`config.mk`:
```
export PLATFORM = sky130hd
export DESIGN_NAME = bufferfile_req_ctrl
export DESIGN_NICKNAME = d
export VERILOG_FILES = /design/src/rtl/bufferfile_req_ctrl.sv
export SDC_FILE = /design/constraint.sdc
export NUM_CORES = 1
export LEC_CHECK = 0
export ABC_CLOCK_PERIOD_IN_PS = 3300
export BUFFER_PORTS_ARGS = -buffer_cell sky130_fd_sc_hd__buf_2
export CAP_MARGIN = 20
export CORE_MARGIN = 10
export CORE_UTILIZATION = 63
export CTS_BUF_LIST = sky130_fd_sc_hd__clkbuf_8
export DETAILED_ROUTE_END_ITERATION = 10
export GPL_TIMING_DRIVEN = 0
export PLACE_DENSITY = 0.85
export SLEW_MARGIN = 20
export SYNTH_ARGS = -nofsm -noshare
export SYNTH_HDL_FRONTEND = slang
export SYNTH_SLANG_ARGS = --single-unit
```
`constraint.sdc`:
```
create_clock -name clk -period 3.3 [get_ports clk]
set_clock_uncertainty 0.05 [all_clocks]
set_input_delay 0.165 -clock clk [delete_from_list [all_inputs] [get_ports clk]]
set_output_delay 0.165 -clock clk [all_outputs]
set_load 0.05 [all_outputs]
```
`src/rtl/bufferfile_req_ctrl.sv`:
```
// bufferfile_req_ctrl -- in-order request front-end for the 16x8 buffer file.
// Requests are queued, issued one per cycle as explicit wren/rden strobes,
// and read data is captured into a credit-protected response FIFO.
// Optional build macro: BUFFERFILE_REQ_CTRL_STATS_EN adds the wr_count/rd_count
// strobe counters (saturating at 16'hFFFF).

module bufferfile_req_ctrl #(
  parameter int ADDR_W    = 4,
  parameter int DATA_W    = 8,
  parameter int REQ_DEPTH = 4,
  parameter int RSP_DEPTH = 2
) (
  input  logic              clk,
  input  logic              reset,
  input  logic              req_valid,
  output logic              req_ready,
  input  logic              req_we,
  input  logic [ADDR_W-1:0] req_addr,
  input  logic [DATA_W-1:0] req_wdata,
  output logic              rsp_valid,
  input  logic              rsp_ready,
  output logic [DATA_W-1:0] rsp_rdata,
  output logic [ADDR_W-1:0] rsp_addr,
  output logic              bf_wren,
  output logic              bf_rden,
  output logic [ADDR_W-1:0] bf_addr,
  output logic [DATA_W-1:0] bf_wdata,
  input  logic [DATA_W-1:0] bf_rdata
`ifdef BUFFERFILE_REQ_CTRL_STATS_EN
  ,
  output logic [15:0]       wr_count,
  output logic [15:0]       rd_count
`endif
);

  localparam int RA = $clog2(REQ_DEPTH);
  localparam int SA = $clog2(RSP_DEPTH);
  localparam int CW = SA + 1;
  localparam logic [CW-1:0] CR_MAX = CW'(RSP_DEPTH);

  typedef struct packed {
    logic              we;
    logic [ADDR_W-1:0] addr;
    logic [DATA_W-1:0] data;
  } req_t;

  typedef struct packed {
    logic [ADDR_W-1:0] addr;
    logic [DATA_W-1:0] data;
  } rsp_t;

  // ---------------------------------------------------------------------------
  // Request FIFO
  // ---------------------------------------------------------------------------
  req_t          req_mem [REQ_DEPTH];
  logic [RA:0]   req_wp, req_rp;
  logic          req_empty, req_full;
  logic          acc, push_req, pop_req;
  req_t          in_req, cand;
  logic          cand_vld, credit_ok, issue;
  logic [CW-1:0] credits;

  assign req_empty = (req_wp == req_rp);
  assign req_full  = (req_wp[RA] != req_rp[RA]) &&
                     (req_wp[RA-1:0] == req_rp[RA-1:0]);

  // Ready is purely a function of queue state; reset only masks it.
  assign req_ready = !reset && !req_full;
  assign acc       = req_valid && req_ready;

  assign in_req = '{we: req_we, addr: req_addr, data: req_wdata};

  // An empty queue lets the incoming request issue on its accept edge, which
  // is what gives the one-cycle accept-to-strobe latency.
  assign cand      = req_empty ? in_req : req_mem[req_rp[RA-1:0]];
  assign cand_vld  = req_empty ? acc : 1'b1;
  assign credit_ok = (credits < CR_MAX);
  assign issue     = cand_vld && (cand.we || credit_ok);
  assign push_req  = acc && !(req_empty && issue);
  assign pop_req   = !req_empty && issue;

  // Request FIFO pointers
  always_ff @(posedge clk) begin
    if (reset) begin
      req_wp <= '0;
      req_rp <= '0;
    end else begin
      if (push_req) req_wp <= req_wp + 1'b1;
      if (pop_req)  req_rp <= req_rp + 1'b1;
    end
  end

  // Request FIFO storage (contents need no reset; pointers define validity)
  always_ff @(posedge clk) begin
    if (push_req) req_mem[req_wp[RA-1:0]] <= in_req;
  end

  // ---------------------------------------------------------------------------
  // Issue stage: registered buffer-file strobes
  // ---------------------------------------------------------------------------
  logic              bf_wren_q, bf_rden_q;
  logic [ADDR_W-1:0] bf_addr_q;
  logic [DATA_W-1:0] bf_wdata_q;

  // At most one strobe per cycle; address/data hold when idle
  always_ff @(posedge clk) begin
    if (reset) begin
      bf_wren_q  <= 1'b0;
      bf_rden_q  <= 1'b0;
      bf_addr_q  <= '0;
      bf_wdata_q <= '0;
    end else begin
      bf_wren_q <= issue &&  cand.we;
      bf_rden_q <= issue && !cand.we;
      if (issue)            bf_addr_q  <= cand.addr;
      if (issue && cand.we) bf_wdata_q <= cand.data;
    end
  end

  assign bf_wren  = !reset && bf_wren_q;
  assign bf_rden  = !reset && bf_rden_q;
  assign bf_addr  = reset ? '0 : bf_addr_q;
  assign bf_wdata = reset ? '0 : bf_wdata_q;

  // ---------------------------------------------------------------------------
  // Capture: buffer file data is valid the cycle after bf_rden
  // ---------------------------------------------------------------------------
  logic              rd_pend;
  logic [ADDR_W-1:0] cap_addr;

  // Remember the read address so a following issue cannot disturb it
  always_ff @(posedge clk) begin
    if (reset) begin
      rd_pend  <= 1'b0;
      cap_addr <= '0;
    end else begin
      rd_pend <= bf_rden_q;
      if (bf_rden_q) cap_addr <= bf_addr_q;
    end
  end

  // ---------------------------------------------------------------------------
  // Response FIFO (never full on push thanks to the credit check)
  // ---------------------------------------------------------------------------
  rsp_t        rsp_mem [RSP_DEPTH];
  logic [SA:0] rsp_wp, rsp_rp;
  logic        rsp_empty, rsp_pop;
  rsp_t        rsp_head;

  assign rsp_empty = (rsp_wp == rsp_rp);
  assign rsp_valid = !reset && !rsp_empty;
  assign rsp_pop   = rsp_valid && rsp_ready;
  assign rsp_head  = rsp_mem[rsp_rp[SA-1:0]];
  assign rsp_rdata = rsp_valid ? rsp_head.data : '0;
  assign rsp_addr  = rsp_valid ? rsp_head.addr : '0;

  // Response FIFO pointers
  always_ff @(posedge clk) begin
    if (reset) begin
      rsp_wp <= '0;
      rsp_rp <= '0;
    end else begin
      if (rd_pend) rsp_wp <= rsp_wp + 1'b1;
      if (rsp_pop) rsp_rp <= rsp_rp + 1'b1;
    end
  end

  // Response FIFO storage
  always_ff @(posedge clk) begin
    if (rd_pend) rsp_mem[rsp_wp[SA-1:0]] <= '{addr: cap_addr, data: bf_rdata};
  end

  // ---------------------------------------------------------------------------
  // Credits: reads issued but not yet taken by the consumer
  // ---------------------------------------------------------------------------
  logic cr_inc, cr_dec;

  assign cr_inc = issue && !cand.we;
  assign cr_dec = rsp_pop;

  // Issue and pop together cancel; guards keep the count inside 0..RSP_DEPTH
  always_ff @(posedge clk) begin
    if (reset) begin
      credits <= '0;
    end else if (cr_inc && !cr_dec && credits != CR_MAX) begin
      credits <= credits + 1'b1;
    end else if (!cr_inc && cr_dec && credits != '0) begin
      credits <= credits - 1'b1;
    end
  end

`ifdef BUFFERFILE_REQ_CTRL_STATS_EN
  // Saturating strobe counters
  always_ff @(posedge clk) begin
    if (reset) begin
      wr_count <= '0;
      rd_count <= '0;
    end else begin
      if (bf_wren_q && wr_count != 16'hFFFF) wr_count <= wr_count + 16'd1;
      if (bf_rden_q && rd_count != 16'hFFFF) rd_count <= rd_count + 16'd1;
    end
  end
`endif

endmodule
```
==> summary.txt, run 1 <==
Global route
  • Vias in the first global route: 2783
  • Aggregate global-route resource usage: 16.80%
  • GR Overflow Total: 0
  • Initial antenna violation count: 0
  • Global-route wire length before repair: about 15000 um
  • Largest net degree at the start of global routing: 20

STA
  • Final setup viols: 0
  • Tmin final: 2.404 ns
  • Max Clock Freq: 416.0 MHz
  • Slew @ Worst Pin: just over 1 ns
  • RSZ-0062 raised after global routing: no
  • Worst slew margin: approximately 33%
  • Hold Violations, Final: 0
  • Slew Limit Fails: 0
  • Total Negative Setup Slacks: 0 ns
  • Fin crit share: 72.84%

Synth
  • Synth async-reset ratio: 0%
  • Synthesized flop and latch total: 110
  • Post-synth EDFFs: 76
  • Register area share after synthesis: around 66%
  • Net Count, Synth: around 330
  • Ys Warns: 0
  • Ys flop type: edfxtp_1
  • Gate Count Post-Synth: 304
  • Post-synthesis area per instance: roughly 15 um2
  • Synth unique cells: between 40 and 50
  • Synthesized cell area: roughly 0.0045 mm2

Setup path
  • CP Max Fanout: 13
  • R2r setup slk: about 0.90 ns
  • Worst path required time: 3.25 ns
  • FF-to-FF path depth: 4
  • WS Path Type: reg2reg
  • Worst reg2reg startpoint: req_wp[1]$_SDFFE_PP0P_
  • R2R Path End: req_mem[3][1]$_DFFE_PP_
  • Crit. End Element: flop
  • WP data arrival: about 2.4 ns
  • Startpoint Class: flop

Floorplan
  • Die area: between 0.01 and 0.015 mm2
  • Die Wd: between 100 and 150 um
  • Core area: slightly below 0.007 mm2
  • Initial Util: roughly two thirds
  • Row count: 30
  • Die Y: between 100 and 150 um
  • # IOs: 53

CTS
  • Clock latency on the worst-skew pair: 0.37 ns
  • Clk sink count: 110
  • Total CTS buffers: 9
  • Worst-path clk slew: roughly 0.090 ns
  • H-tree levels: 3
  • Cells resized by post-CTS repair: 0
  • TritonCTS clock tree: built
  • Clock Tree Buf Depth: 2
  • Clock root cell: clkbuf_8

Power and ir drop
  • P_leak: between 1.5 and 2 nW
  • Power Density: ~700 mW/mm2
  • Worst vdd ir: ~0.37 mV

Routing
  • Number of DRC markers in iteration 0: between 100 and 150
  • Drt wl/cell: 18.05 um
  • ANT nets after route: 0
  • M1 WL: around 3700 um
  • Via count: 2682
  • Met3 wire length: 496 um
  • Pre-Repair DR Iteration Count: 4
  • WL met2: approximately 4400 um
  • Top sig layer: met4
  • DRC Markers: 0
  • Final WL: ~9000 um
  • Via density: 5.496

Finish
  • Antenna fix cells: 0
  • Post-layout instance area: 0.005276 mm2
  • Nets@finish: approximately 420
  • # fillers: 420
  • Post-layout util: approximately 77%
  • Layout cells sized above 1: between 20% and 30%
  • Area Growth Syn to Fin: 16.94%
  • Commonest non-fill, non-tap cell in the layout: edfxtp_1
  • Non-Filler Instances: 488
  • Most frequent cells in the layout: edfxtp_1, buf_2, nor2_1

Placed design
  • Post-Place Cells: around 450
  • Placed Area: slightly below 0.005 mm2
  • Gpl congestion: about 0.8
  • Port Buffers: 52
  • Post-DP HPWL: between 6000 and 7000 um

Min path
  • Worst hold start: req_we
  • Hold EP: req_mem[2][12]$_DFFE_PP_
  • Hold Crit Class: in2reg
  • Cell count of the worst hold path: 1

Status
  • Status: complete, no violations

Flow run
  • Max cap viols: 0
## kinds of logic (layout without fill, tap and decap cells)
logic type | Yosys count | count (layout) | synth area share (%)
buf+inv | 19 | 107 | 1.941
flops | 110 | 110 | 65.67
simple gates | 80 | 80 | 8.514
mux | 39 | 39 | 12.34
xor+xnor | 16 | 16 | 3.106
compound gates | 35 | 35 | 7.044
fa+ha+maj | 5 | 5 | 1.387
## through the flow
| stage | hold slack, ns | setup slack [ns] | power, mW |
|---|---|---|---|
| after floorplan | 0.2139 | 1.323 | 2.689 |
| after detailed placement | 0.3067 | 0.8830 | 2.953 |
| after CTS | 0.03388 | 0.8789 | 3.703 |
| after global routing | 0.03639 | 0.7370 | 3.885 |
| final | 0.03955 | 0.8963 | 3.681 |
| after global placement | 0.3031 | 0.9536 | 2.913 |
## report_power, final
part	switching [mW]	internal [mW]
Clock	0.440	0.301
Combinational	0.724	0.477
Sequential	0.101	1.64
## critical path, stage by stage (launching register included)
cell and delay, ns:
dfxtp_1 0.49, xor2_1 0.31, nor2_1 0.14, a21oi_2 0.36
and2_1 0.68
## cells in the mapped netlist, drive strengths merged (2+ instances only)
cell type | instances | share of area, %
o21ai | 7 | 1.0
clkbuf | 6 | 0.50
dfxtp | 34 | 15
a22o | 4 | 0.78
nor2 | 39 | 3.4
and2 | 5 | 0.69
o31ai | 2 | 0.75
a211oi | 8 | 2.2
buf | 7 | 0.94
inv | 6 | 0.50
edfxtp | 76 | 51
ha | 5 | 1.4
mux2i | 26 | 5.8
xor2 | 7 | 1.4
a21oi | 6 | 0.83
nand3 | 5 | 0.55
xnor2 | 9 | 1.7
nand2 | 10 | 0.83
nor2b | 16 | 2.2
mux4 | 13 | 6.6
## state kept, by name (all words and copies together) (netlist names), named ones only
signal	flops
bf_wren_q	1
credits	2
rsp_rp	2
rd_pend	1
req_rp	3
rsp_wp	2
bf_rden_q	1
req_mem	52
bf_addr_q	4
bf_wdata_q	8
req_wp	3
cap_addr	4
rsp_mem	24
## area by class of cell
| type | instances | area (um2) | area share [%] |
|---|---|---|---|
| plain buffers | 13 | 65.06 | 1.233 |
| multi-input cells | 175 | 1461 | 27.70 |
| inverters | 6 | 22.52 | 0.4268 |
| clock buffers | 10 | 137.6 | 2.608 |
| clock inverters | 6 | 46.29 | 0.8774 |
| repair buffers | 72 | 460.4 | 8.727 |
| well taps | 96 | 120.1 | 2.276 |
| flip-flops and latches | 110 | 2963 | 56.15 |
## worst max-delay path by stage
stage                                 startpoint                 endpoint  slack [ns]  cells after the start
after CTS                 req_wp[1]$_SDFFE_PP0P_  req_mem[1][2]$_DFFE_PP_        0.88                      4
final                     req_wp[1]$_SDFFE_PP0P_  req_mem[3][1]$_DFFE_PP_        0.90                      4
after detailed placement  req_wp[1]$_SDFFE_PP0P_  req_mem[1][1]$_DFFE_PP_        0.88                      4
after global routing      req_wp[1]$_SDFFE_PP0P_  req_mem[3][1]$_DFFE_PP_        0.74                      4
after floorplan           req_rp[2]$_SDFFE_PP0P_  req_mem[3][0]$_DFFE_PP_        1.32                      4
after global placement    req_wp[0]$_SDFFE_PP0P_  req_mem[1][3]$_DFFE_PP_        0.95                      4
## routing by layer
metal,up-vias,track usage [%]
met1,1308,20.41
li1,1281,-
met3,13,5.160
met4,0,5.098
met2,80,28.16
met5,-,0
## what timing repair did
action                    CTS  global route
hold endpoints to repair   64             0
hold buffers               20             0
setup buffers               0             0
No activity file was read; power rests on OpenSTA's default activity.
==> inputs of run 2 (changes only) <==
--- a/config.mk
+++ b/config.mk
@@ -5,15 +5,16 @@
 export SDC_FILE = /design/constraint.sdc
 export NUM_CORES = 1
 export LEC_CHECK = 0
-export ABC_CLOCK_PERIOD_IN_PS = 3300
+export ABC_AREA = 1
+export ABC_CLOCK_PERIOD_IN_PS = 2500
 export BUFFER_PORTS_ARGS = -buffer_cell sky130_fd_sc_hd__buf_2
 export CAP_MARGIN = 20
 export CORE_MARGIN = 10
-export CORE_UTILIZATION = 63
+export CORE_UTILIZATION = 60
 export CTS_BUF_LIST = sky130_fd_sc_hd__clkbuf_8
 export DETAILED_ROUTE_END_ITERATION = 10
 export GPL_TIMING_DRIVEN = 0
-export PLACE_DENSITY = 0.85
+export PLACE_DENSITY = 0.82
 export SLEW_MARGIN = 20
 export SYNTH_ARGS = -nofsm -noshare
 export SYNTH_HDL_FRONTEND = slang
==> constraint.sdc (replaced) <==
create_clock -name clk -period 2.5 [get_ports clk]
set_clock_uncertainty 0.05 [all_clocks]
set_input_delay 0.125 -clock clk [delete_from_list [all_inputs] [get_ports clk]]
set_output_delay 0.125 -clock clk [all_outputs]
set_load 0.05 [all_outputs]
==> run 2 against run 1 <==
Cell count increased by 30%. Register-to-register slack got worse by 0.78 ns. Total power increased by 50%. Synthesized area increased by 0.22%. Count of clock-buffer cells in the layout unchanged. Critical path type unchanged. Critical path depth increased by 6. Critical endpoint is now req_mem[0][10]$_DFFE_PP_. Die area increased by 4.2%. Clock power increased by 42%.
==> summary.txt, run 2 <==
CTS
  • Worst-path clk slew: 0.09 ns (about the same)
  • Setup repair bufs after CTS: 0 (unchanged)
  • Clk sink count: 110 (unchanged)
  • Clock Tree Buf Depth: 2 (unchanged)
  • Clock latency on the worst-skew pair: 0.37 ns (about the same)
  • Total CTS buffers: 9 (unchanged)
  • TritonCTS clock tree: built (unchanged)
  • Clock root cell: clkbuf_8 (unchanged)
  • H-tree levels: 3 (unchanged)

STA
  • Hold Violations, Final: 0 (unchanged)
  • Tmin final: 2.388 ns (was 2.404 ns)
  • Max Clock Freq: 418.8 MHz (was 416.0 MHz)
  • Final setup viols: 0 (unchanged)
  • Slew Limit Fails: 0 (unchanged)
  • Slew @ Worst Pin: 0.7626 ns (was 1.006 ns)
  • Fin crit share: 95.51% (was 72.84%)
  • Worst slew margin: 49.11% (was 32.82%)
  • RSZ-0062 raised after global routing: yes (was no)
  • WHS: 0.007544 ns (was 0.03955 ns)
  • Total Negative Setup Slacks: 0 ns (unchanged)

Synth
  • Top cells by count, synth: nand2_1, edfxtp_1, nor2_1 (was edfxtp_1, nor2_1, dfxtp_1)
  • Ys flop type: edfxtp_1 (unchanged)
  • Register area share after synthesis: 65.52% (was 65.67%)
  • Share of the synthesized area in the top cell type: 50.47% (was 50.58%)
  • Synthesized cell area: 0.004522 mm2 (was 0.004512 mm2)
  • Synth top area cells: edfxtp_1, dfxtp_1, nand2_1 (was edfxtp_1, dfxtp_1, mux4_2)
  • Synth unique cells: 29 (was 42)
  • Gate Count Post-Synth: 446 (was 304)
  • Synth area leader: edfxtp_1 (unchanged)
  • Most common cell in the netlist: nand2_1 (was edfxtp_1)
  • Post-synth EDFFs: 76 (unchanged)
  • Synth async-reset ratio: 0% (unchanged)
  • Net Count, Synth: 476 (was 334)
  • Post-synthesis area per instance: 10.14 um2 (was 14.84 um2)
  • Ys Warns: 0 (unchanged)
  • Synthesized flop and latch total: 110 (unchanged)

Finish
  • Most frequent cells in the layout: nand2_1, edfxtp_1, buf_2 (was edfxtp_1, buf_2, nor2_1)
  • Post-layout instance area: 0.005331 mm2 (was 0.005276 mm2)
  • Nets@finish: 560 (was 417)
  • Commonest non-fill, non-tap cell in the layout: nand2_1 (was edfxtp_1)
  • Area Growth Syn to Fin: 17.90% (was 16.94%)
  • Max FFs per register: 52 (unchanged)
  • Layout cells sized above 1: 19.07% (was 25.51%)
  • Antenna fix cells: 0 (unchanged)
  • Non-Filler Instances: 634 (was 488)

Power and ir drop
  • P_leak: 2.235 nW (was 1.901 nW)
  • Worst vdd ir: 0.7297 mV (was 0.3681 mV)
  • Overall power: 5.530 mW (was 3.681 mW)
  • Logic pwr share: 38.1% (was 32.6%)
  • Share of total power in the clock network: 19.1% (was 20.1%)
  • Internal power: 3.329 mW (was 2.416 mW)
  • Part of the power in registers: 42.8% (was 47.3%)
  • Power Density: 1037 mW/mm2 (was 697.6 mW/mm2)
  • P_sw: 2.201 mW (was 1.265 mW)
  • Sw frac: 39.80% (was 34.37%)

Placed design
  • Port Buffers: 51 (was 52)
  • Gpl congestion: 0.9015 (was 0.7823)
  • Post-DP HPWL: 6717 um (was 6103 um)
  • Post-Place Cells: 596 (was 452)
  • Placed Area: 0.004911 mm2 (was 0.004892 mm2)

Min path
  • Hold Crit Class: in2reg (unchanged)

Flow run
  • Max cap viols: 0 (unchanged)

Routing
  • Via count: 3372 (was 2682)
  • Via density: 5.319 (was 5.496)
  • Final WL: 10140 um (was 8809 um)
  • Number of DRC markers in iteration 0: 347 (was 141)
  • Drt wl/cell: 16.00 um (was 18.05 um)
  • Pre-Repair DR Iteration Count: 5 (was 4)
  • DRC Markers: 0 (unchanged)
  • ANT nets after route: 0 (unchanged)

Setup path
  • WS Path Type: reg2reg (unchanged)
  • Crit. End Element: flop (unchanged)
  • Worst path required time: 2.44 ns (was 3.25 ns)
  • CP Max Fanout: 13 (unchanged)
  • WP data arrival: 2.33 ns (was 2.36 ns)
  • Startpoint Class: flop (unchanged)

Floorplan
  • Row count: 31 (was 30)
  • Initial Util: 62.01% (was 65.68%)
  • Die Y: 106.8 um (was 104.6 um)
  • Die area: 0.01141 mm2 (was 0.01095 mm2)
  • # IOs: 53 (unchanged)
  • Core area: 0.007292 mm2 (was 0.006869 mm2)
  • Die Wd: 106.8 um (was 104.6 um)

Global route
  • Met2 Use GR: 31.69% (was 28.16%)
  • GRT Max-Usage Layer: met2 (unchanged)
  • Initial antenna violation count: 0 (unchanged)
  • GR Layer Usage met3: 4.132% (was 5.160%)
  • Global-route wire length before repair: 16330 um (was 14660 um)
  • Aggregate global-route resource usage: 18.06% (was 16.80%)
  • Largest net degree at the start of global routing: 18 (was 20)
  • GR Overflow Total: 0 (unchanged)
  • Met1 usage in global routing: 20.86% (was 20.41%)
  • Vias in the first global route: 3462 (was 2783)

Status
  • Status: complete, no violations (unchanged)
==> run 2: cell types whose count changed after synthesis, sizes merged, moves of 8 or more <==
cell / previous run / this run
a211oi: 8 / 0
a21oi: 6 / 37
inv: 6 / 45
mux2i: 26 / 0
mux4: 13 / 0
nand2: 10 / 108
nor2: 39 / 55
nor2b: 16 / 0
o21ai: 7 / 37
o22ai: 0 / 12
==> run 2: timing repair <==
action,CTS,global route
hold buffers,21,0
endpoints found under the hold margin,68,0
setup endpoints to repair,0,28
resized for setup,0,1
==> run 2: metrics by stage <==
stage	setup slack (ns)	utilization [%]
final	0.1124	73.11
after global routing	-0.01867	73.11
after CTS	0.1396	72.94
after detailed placement	0.1653	67.35
after global placement	-0.1143	67.21
after floorplan	0.3886	-
==> run 2: area by class of cell <==
| cell class | instances | area [um2] |
|---|---|---|
| Buffer | 17 | 77.57 |
| Clock buffer | 10 | 137.6 |
| Clock inverter | 6 | 60.06 |
| Fill cell | 528 | 1961 |
| Inverter | 45 | 168.9 |
| Multi-Input combinational cell | 274 | 1328 |
| Sequential cell | 110 | 2963 |
| Tap cell | 99 | 123.9 |
| Timing Repair Buffer | 73 | 473.0 |
==> run 2: path summary, 6_finish.rpt <==
check / from / endpoint / slack [ns] / cells past startpoint
max: req_wp[0]$_SDFFE_PP0P_ / req_mem[0][10]$_DFFE_PP_ / 0.11 / 10
min: reset / req_wp[2]$_SDFFE_PP0P_ / 0.008 / 2
max reg2reg: req_wp[0]$_SDFFE_PP0P_ / req_mem[0][10]$_DFFE_PP_ / 0.11 / 10
min reg2reg: cap_addr[2]$_SDFFE_PP0P_ / rsp_mem[1][10]$_DFFE_PP_ / 0.41 / 0
==> run 2: logic make-up after synthesis <==
kind of cell | share of synthesized area (%)
AND/OR/NAND/NOR | 16.44
flip-flops | 65.52
AO/OA/AOI/OAI | 10.63
buffers and inverters | 5.451
adder cells (fa/ha/maj) | 1.384
XOR/XNOR | 0.5812
==> run 2: metal layers <==
metal / share of wire [%] / wire length (um)
met5: 0 / 0
met2: 50 / 5100
met1: 42 / 4214
met4: 2.3 / 237
met3: 5.8 / 592
==> run 2: critical path: stages (launching register included) <==
cell and delay (ns):
dfxtp_1 0.46, inv_2 0.10, nand2_1 0.09, nand2_1 0.08, nor2_2 0.12, nand3_1 0.10, nand2_2 0.15, nand2_4 0.09
nand3_2 0.09, nand2_4 0.10, nor2_2 0.60
==> run 2: power groups by stage <==
stage,registers [mW],logic [mW],clock network [mW]
after floorplan,2.37,1.51,0
after global placement,2.39,1.95,0
after detailed placement,2.41,2.02,0
after CTS,2.37,2.06,1.06
after global routing,2.39,2.33,1.14
final,2.37,2.11,1.05
